--- src/rtl/loop_recorder.sv ---
// Step-sequencer looper: records sanitised note indices into a circular STEPS-slot
// memory and plays them back, with overdub, on a fixed step clock.
module loop_recorder #(
    parameter int STEP_DIV = 6250000,
    parameter int STEPS    = 32,
    parameter int STEP_W   = 5,
    parameter int MAX_NOTE = 26
) (
    input  logic              clk,
    input  logic              resetn,
    input  logic [7:0]        note_in,
    input  logic              rec_p,
    input  logic              play_p,
    input  logic              clear_p,
    output logic [7:0]        note_out,
    output logic [STEP_W-1:0] step_idx,
    output logic              beat,
    output logic [1:0]        mode,
    output logic              busy
);

    localparam int TW = $clog2(STEP_DIV);
    localparam logic [TW-1:0]     T_LAST = TW'(STEP_DIV - 1);
    localparam logic [STEP_W-1:0] S_LAST = STEP_W'(STEPS - 1);

    // Encoding doubles as the externally visible mode code.
    typedef enum logic [1:0] {
        S_IDLE  = 2'd0,
        S_PLAY  = 2'd1,
        S_REC   = 2'd2,
        S_CLEAR = 2'd3
    } state_t;

    state_t            state_q, state_d;
    logic [TW-1:0]     timer_q, timer_d;
    logic [STEP_W-1:0] step_q, step_d;
    logic [STEP_W-1:0] clr_q, clr_d;
    logic [7:0]        cap_q, cap_d;
    logic [7:0]        note_q, note_d;
    logic              beat_q, beat_d;

    logic [7:0]        mem [STEPS];
    logic              we;
    logic [STEP_W-1:0] waddr;
    logic [7:0]        wdata;

    logic [7:0]        live;
    logic [7:0]        cap_eff;
    logic [7:0]        rd;

    assign live    = (note_in > 8'(MAX_NOTE)) ? 8'd0 : note_in;
    // The current cycle still belongs to the step, so a first press here counts.
    assign cap_eff = (cap_q != 8'd0) ? cap_q : live;

    always_ff @(posedge clk or negedge resetn) begin
        if (!resetn) begin
            state_q <= S_IDLE;
            timer_q <= '0;
            step_q  <= '0;
            clr_q   <= '0;
            cap_q   <= '0;
            note_q  <= '0;
            beat_q  <= 1'b0;
        end else begin
            state_q <= state_d;
            timer_q <= timer_d;
            step_q  <= step_d;
            clr_q   <= clr_d;
            cap_q   <= cap_d;
            note_q  <= note_d;
            beat_q  <= beat_d;
        end
    end

    always_ff @(posedge clk) begin
        if (we) mem[waddr] <= wdata;
    end

    always_comb begin
        state_d = state_q;
        timer_d = timer_q;
        step_d  = step_q;
        clr_d   = clr_q;
        cap_d   = 8'd0;
        beat_d  = 1'b0;
        we      = 1'b0;
        waddr   = step_q;
        wdata   = cap_eff;

        case (state_q)
            S_IDLE: begin
                timer_d = '0;
                step_d  = '0;
                if (clear_p) begin
                    state_d = S_CLEAR;
                    clr_d   = '0;
                end else if (rec_p) begin
                    state_d = S_REC;
                end else if (play_p) begin
                    state_d = S_PLAY;
                end
            end

            S_PLAY, S_REC: begin
                if (timer_q == T_LAST) begin
                    timer_d = '0;
                    step_d  = step_q + 1'b1;
                    beat_d  = 1'b1;
                end else begin
                    timer_d = timer_q + 1'b1;
                end

                if (state_q == S_REC) begin
                    cap_d = cap_eff;
                    if (timer_q == T_LAST) begin
                        we    = (cap_eff != 8'd0);
                        cap_d = 8'd0;
                    end
                end

                // Commands override the running step; rec_p keeps the timer going.
                if (clear_p) begin
                    state_d = S_CLEAR;
                    clr_d   = '0;
                    timer_d = '0;
                    step_d  = '0;
                    beat_d  = 1'b0;
                    we      = 1'b0;
                    cap_d   = 8'd0;
                end else if (rec_p) begin
                    state_d = (state_q == S_REC) ? S_PLAY : S_REC;
                    if (state_q == S_REC) begin
                        we    = (cap_eff != 8'd0);
                        cap_d = 8'd0;
                    end
                end else if (play_p) begin
                    state_d = S_IDLE;
                    timer_d = '0;
                    step_d  = '0;
                    beat_d  = 1'b0;
                    we      = (state_q == S_REC) && (cap_eff != 8'd0);
                    cap_d   = 8'd0;
                end
            end

            S_CLEAR: begin
                timer_d = '0;
                step_d  = '0;
                we      = 1'b1;
                waddr   = clr_q;
                wdata   = 8'd0;
                clr_d   = clr_q + 1'b1;
                if (clr_q == S_LAST) state_d = S_IDLE;
            end

            default: state_d = S_IDLE;
        endcase
    end

    // Forward this cycle's write so note_out always matches the step it is shown with.
    assign rd = (we && (waddr == step_d)) ? wdata : mem[step_d];

    always_comb begin
        note_d = 8'd0;
        case (state_d)
            S_IDLE:  note_d = live;
            S_PLAY:  note_d = rd;
            S_REC:   note_d = (live != 8'd0) ? live : rd;
            default: note_d = 8'd0;
        endcase
    end

    assign note_out = note_q;
    assign step_idx = step_q;
    assign beat     = beat_q;
    assign mode     = state_q;
    assign busy     = (state_q == S_CLEAR);

endmodule

--- config.mk ---
export PLATFORM = sky130hd
export DESIGN_NAME = loop_recorder
export DESIGN_NICKNAME = d
export VERILOG_FILES = /design/src/rtl/loop_recorder.sv
export SDC_FILE = /design/constraint.sdc
export NUM_CORES = 1
export LEC_CHECK = 0
export CAP_MARGIN = 0
export CORE_MARGIN = 10
export CORE_UTILIZATION = 30
export CTS_BUF_LIST = sky130_fd_sc_hd__clkbuf_2
export DETAILED_ROUTE_END_ITERATION = 7
export SLEW_MARGIN = 20
export SYNTH_ARGS = -nofsm -noshare
export SYNTH_HDL_FRONTEND = slang
export SYNTH_SLANG_ARGS = --single-unit
export TNS_END_PERCENT = 50
--- constraint.sdc ---
create_clock -name clk -period 3.95 [get_ports clk]
set_clock_uncertainty 0.2 [all_clocks]
set_input_delay 0.79 -clock clk [delete_from_list [all_inputs] [get_ports clk]]
set_output_delay 0.79 -clock clk [all_outputs]
set_load 0.03 [all_outputs]
After elaboration in Yosys (flattened, before gate mapping)

Memory sizes are Yosys's and may differ from the RTL's.
Index checks and enable logic that the tools add are counted.

Register bits after elaboration: 52
Bits in latches: 0
RAM bits: 256
ROM bits: 0
Input port bits: 13
Memories: 1

$add $sub $neg: 3
$mul: 0
Div/mod/pow operators: 0
Magnitude comparators: 1
Equality and inequality tests: 9
Shift-type cells: 0
Muxes and demuxes: 49
Bitwise operators: 0
Reductions and logical operators: 10

Memories:

| name | depth | bits a word | read ports | clocked after memory_dff | write ports | RTL line | text |
|---|---|---|---|---|---|---|---|
| mem  | 32    | 8           | 1          | 0                        | 1           | 42       | `logic [7:0] mem [STEPS];` |

Operators with widths:

| cell                                                                   | count |
|---|---|
| 8-bit two-way mux                                                      | 12 |
| 23-bit two-way mux                                                     | 4 |
| 23-bit one-hot mux with 2 select lines                                 | 1 |
| 5-bit two-way mux                                                      | 6 |
| 8-bit one-hot mux with 3 select lines                                  | 1 |
| 8-bit nonzero test                                                     | 3 |
| 23-bit by 1-bit adder with 23-bit output (second input constant)       | 1 |
| 23-bit equality test (second input constant)                           | 1 |
| 5-bit one-hot mux with 2 select lines                                  | 2 |
| 2-bit two-way mux                                                      | 8 |
| 1-bit two-way mux                                                      | 13 |
| 5-bit by 1-bit adder with 5-bit output (second input constant)         | 2 |
| 8-bit by 5-bit > comparator with 1-bit output (second input constant)  | 1 |
| 2-bit equality test (second input constant)                            | 3 |
| 2-bit one-hot mux with 3 select lines                                  | 1 |
| 5-bit equality test                                                    | 1 |
| 5-bit equality test (second input constant)                            | 1 |
| 2-bit by 1-bit equality test with 1-bit output (second input constant) | 2 |
| 2-bit logical NOT                                                      | 2 |
| 2-bit OR reduction                                                     | 2 |
| 3-bit OR reduction                                                     | 1 |
| 1-bit logical AND                                                      | 2 |
| 2-bit by 1-bit != test with 1-bit output (second input constant)       | 1 |
| 1-bit one-hot mux with 2 select lines                                  | 1 |

Longest topological paths before layout

Depth after elaboration: 14
Depth in mapped cells: 15
Gate-level depth less buffers: 12

Worst setup path after synthesis

OpenSTA, ideal clock, no wires.

Path kind: register to register
From: register timer_q[8]
To: register note_q[5], in the netlist note_out[5]
Library setup time: 0.131 ns
Arrival time: 3.491 ns
Path slack: 0.128 ns
Cell stages (with the launch flop): 13
Buffers on the path: 2
Clock period less this slack: 3.822 ns
Cells stage by stage: dfrtp_1 -> or4b_4 -> or4_1 -> buf_2 -> or4_1 -> a21o_1 -> clkinv_2 -> xnor2_1 -> or4_4 -> nand2b_2 -> buf_6 -> a211oi_1 -> or3_1

Longest elaborated chain between the ends: 11

RTL lines:

| what                                                           | RTL line | text |
|---|---|---|
| from (decl)                                                    | 35       | `logic [TW-1:0] timer_q, timer_d;` |
| from (signal assigned)                                         | 66       | `timer_q <= timer_d;` |
| 23-bit equality test *                                         | 105      | `if (timer_q == T_LAST) begin` |
| 5-bit two-way mux *                                            | 105      |  |
| 5-bit two-way mux                                              | 136      | `end else if (play_p) begin` |
| 5-bit two-way mux *                                            | 130      | `end else if (rec_p) begin` |
| 5-bit two-way mux *                                            | 122      | `if (clear_p) begin` |
| 5-bit one-hot mux with 2 select lines *                        | 90       | `case (state_q)` |
| named net step_d[2]                                            | 36       | `logic [STEP_W-1:0] step_q, step_d;` |
| branches (longest 2 deep; another with memory read 32 x 8 bit) | n/a      |  |
| 8-bit two-way mux *                                            | 161      | `assign rd = (we && (waddr == step_d)) ? wdata : mem[step_d];` |
| 8-bit two-way mux                                              | 168      | `S_REC: note_d = (live != 8'd0) ? live : rd;` |
| 8-bit one-hot mux with 3 select lines *                        | 165      | `case (state_d)` |
| named net note_d[5]                                            | 39       | `logic [7:0] note_q, note_d;` |
| to (signal assigned)                                           | 70       | `note_q <= note_d;` |
| to (decl)                                                      | 39       |  |

Mark *: on every way through the listed nets, which the timed path passes.
A chain may end at the register's enable or synchronous reset.

Worst setup path after layout

From: register timer_q[8]
To: register note_q[7], in the netlist note_out[7]

Longest elaborated chain between the ends: 11

RTL lines:

| what                                                           | RTL line |
|---|---|
| 23-bit equality test *                                         | 105, 115 |
| branches (longest 7 deep; another with memory read 32 x 8 bit) | n/a |
| 8-bit two-way mux *                                            | 161 |
| 8-bit two-way mux                                              | 168 |
| 8-bit one-hot mux with 3 select lines *                        | 165 |
| named net note_d[7]                                            | 39 |

Marks and branches as above.

==> summary.txt <==
Outcome
  – Status: finished clean

GRT
  – GRT overflow: 0
  – Global-route wire length before repair: 55660 um
  – Largest net degree at the start of global routing: 38
  – Antenna violations before repair: 2
  – GRT Total Usage: 0.1331
  – Vias in the first global route: 9466

Worst setup path
  – Setup crit end kind: flop
  – Worst EP required: 4.57 ns
  – R2R depth: 11
  – CP max FO: 10
  – Worst r2r dst: note_out[7]$_DFF_PN0_
  – CP Data Arrival Time: 4.42 ns
  – Worst reg2reg path startpoint: timer_q[8]$_DFF_PN0_
  – Critical path type: reg2reg
  – CP Launch Type: flop
  – FF-to-FF setup slack: 0.16 ns

STA
  – RSZ-0062 raised after global routing: no
  – Rel. slew slack: 0.3689
  – Maximum clock rate: 0.2636 GHz
  – Fin crit period: 3.794 ns
  – Hold_ws: 0.2629 ns
  – Least-Margin Pin Slew: 0.9432 ns
  – Slew Viols, Final: 0
  – Final setup violation count: 0
  – Final hold vios: 0
  – Final TNS setup: 0 ns
  – Period utilization: 0.9606

CTS
  – CTS tree: built
  – Clock sinks: 308
  – Clock buffer depth: 3
  – Worst-Skew Late Latency: 0.94 ns
  – CTS Root Cell: clkbuf_2
  – H-tree lvl count: 3
  – CTS buffer count: 79
  – Clock slew at the register clock pins of the worst setup and hold paths: 0.11 ns

Synth
  – FF+latch count, synth: 308
  – Post-synth EDFFs: 256
  – Distinct cells, synth: 68
  – Post-synth top cells: edfxtp_1, nand2_1, nor2_1
  – Mapped Area: 13230 um^2
  – Syn Area/Cell: 12.01 um^2
  – Synth Instances: 1102
  – Ys Warns: 0
  – Synth top area cells: edfxtp_1, dfrtp_1, nand2_1
  – Most common cell in the netlist: edfxtp_1
  – FFs w/ async S/R, synth: 0.1688
  – Primary FF master, synth: edfxtp_1
  – Sequential share of the synthesized area: 0.6792
  – Yosys top cell by area: edfxtp_1
  – Mapped Nets: 1122
  – Synth top area share: 0.5809

Routing
  – Vias: 9536
  – Detailed Route Iter0 Violations: 853
  – Avg WL per Cell: 19.05 um
  – Post-Route WL: 35840 um
  – Vias per cell: 5.070
  – Final ANT Viol Nets: 0
  – Remaining DRCs: 0
  – First-pass detailed-route iteration total: 6

Power and ir drop
  – Worst vdd ir: 0.3077 mV
  – PnR Total Power: 7.417 mW
  – P per Cell Area: 474.0 nW/um^2
  – Leak: 5.631 nW

Placement
  – Placer Congestion: 0.9019
  – PortBufs: 29
  – Detail Placement HPWL: 23840 um

Floorplanning
  – Die Span X: 230.0 um
  – Cell Rows: 76
  – I/O pins: 30
  – DIE HEIGHT: 230.0 um
  – Initial Util: 0.3052
  – Full die area: 52910 um^2
  – CORE AREA: 43360 um^2

Min path
  – WHS Path Cells: 1
  – Worst Hold End: timer_q[0]$_DFF_PN0_
  – Hold WC Path Type: reg2reg
  – Min-delay src: timer_q[0]$_DFF_PN0_

Finish
  – Layout cells sized above 1: 0.1901
  – Layout area overhead: 18.24%
  – Final nets: 1254
  – Finished Core Util: 0.3609
  – # fillers: 4284

Job
  – Maxcap violations: 0
==> cells in the final DEF, fill, tap and decap left out, types with 6 or more instances in the layout <==
master,instances
a21oi_1,32
a221o_1,6
a22o_1,11
a31oi_1,28
and3_1,8
buf_12,14
buf_4,64
clkbuf_2,113
clkdlybuf4s50_1,28
clkinv_1,17
dfrtp_1,52
edfxtp_1,256
ha_1,7
inv_1,18
mux2_2,17
mux2i_1,13
nand2_1,230
nand3_1,82
nand4_1,24
nor2_1,85
nor2_2,6
nor3_1,18
nor4_1,10
o21ai_0,11
o22ai_1,10
xnor2_1,11
xor2_1,11
==> where the power goes <==
group	internal (mW)	switching, mW
sequential	3.63	0.0866
combinational	0.574	0.818
clock	0.983	1.33
==> critical path, cell delays in order (launching register included) <==
cell and delay (ns):
dfrtp_1 0.40, or4b_4 0.54, buf_4 0.17, or4_1 0.56, o21a_1 0.20, o21ai_1 0.31, buf_4 0.20, nand2_2 0.17
o22ai_1 0.34, o22ai_1 0.14, nor4_1 0.37, o31ai_1 0.14
==> stage by stage <==
stage | area (um^2) | worst slack, ns | cells
global route | 15650 | 0.01414 | 1881
CTS | 15610 | 0.06545 | 1879
global placement | 14830 | -0.05084 | 1737
finish | 15650 | 0.1558 | 1881
floorplan | 13230 | 0.1276 | 1102
detailed placement | 14830 | -0.1075 | 1737
==> state kept, by name, indices dropped and copies added, names as in the netlist <==
name and count:
timer_q 23, beat 1, mode 2, clr_q 5, note_out 8, step_idx 5, mem 256, cap_q 8
==> worst max-delay path by stage <==
stage / from / end / slack [ns]
after floorplan: timer_q[8]$_DFF_PN0_ / note_out[5]$_DFF_PN0_ / 0.13
after CTS: timer_q[8]$_DFF_PN0_ / note_out[6]$_DFF_PN0_ / 0.07
after global placement: rec_p / note_out[6]$_DFF_PN0_ / -0.05
final: timer_q[8]$_DFF_PN0_ / note_out[7]$_DFF_PN0_ / 0.16
after detailed placement: rec_p / note_out[6]$_DFF_PN0_ / -0.11
after global routing: timer_q[8]$_DFF_PN0_ / mem[26][2]$_DFFE_PP_ / 0.01
==> cells by family (layout without fill, tap and decap cells) <==
logic type | after synthesis | after routing | synth area share
muxes | 31 | 31 | 0.02505
xor gates and xnor gates | 22 | 22 | 0.01456
other | 0 | 2 | 0
adders and majority gates | 7 | 7 | 0.006618
and+or+nand+nor | 504 | 504 | 0.1730
AOI/OAI and AO/OA | 153 | 153 | 0.07895
buffers and inverters | 77 | 269 | 0.02259
DFF | 308 | 308 | 0.6792
==> routing by layer <==
metal / track usage / wire length (um) / vias to the layer above
met5: 0 / 0 / -
met4: 0.05755 / 1105 / 0
met3: 0.03386 / 2884 / 78
met1: 0.1770 / 15880 / 4642
li1: - / - / 4398
met2: 0.2020 / 15970 / 418
==> cell type report <==
type,instances,area (um^2),share of cell area
antenna,2,5.005,0.0003198
clock buffer,113,565.5,0.03614
clock inverter,28,212.7,0.01359
inverter,20,76.32,0.004878
multi-input combinational,717,4011,0.2564
sequential,308,8989,0.5744
tap,585,732.0,0.04678
timing repair buffer,108,1056,0.06749
==> what timing repair did <==
item | CTS | global route
endpoints found under the setup margin | 0 | 10
hold endpoints to repair | 36 | 0
buffers inserted | 0 | 0
resized for setup | 0 | 7
hold buffers | 1 | 0
Power figures use the tool's default switching activity.
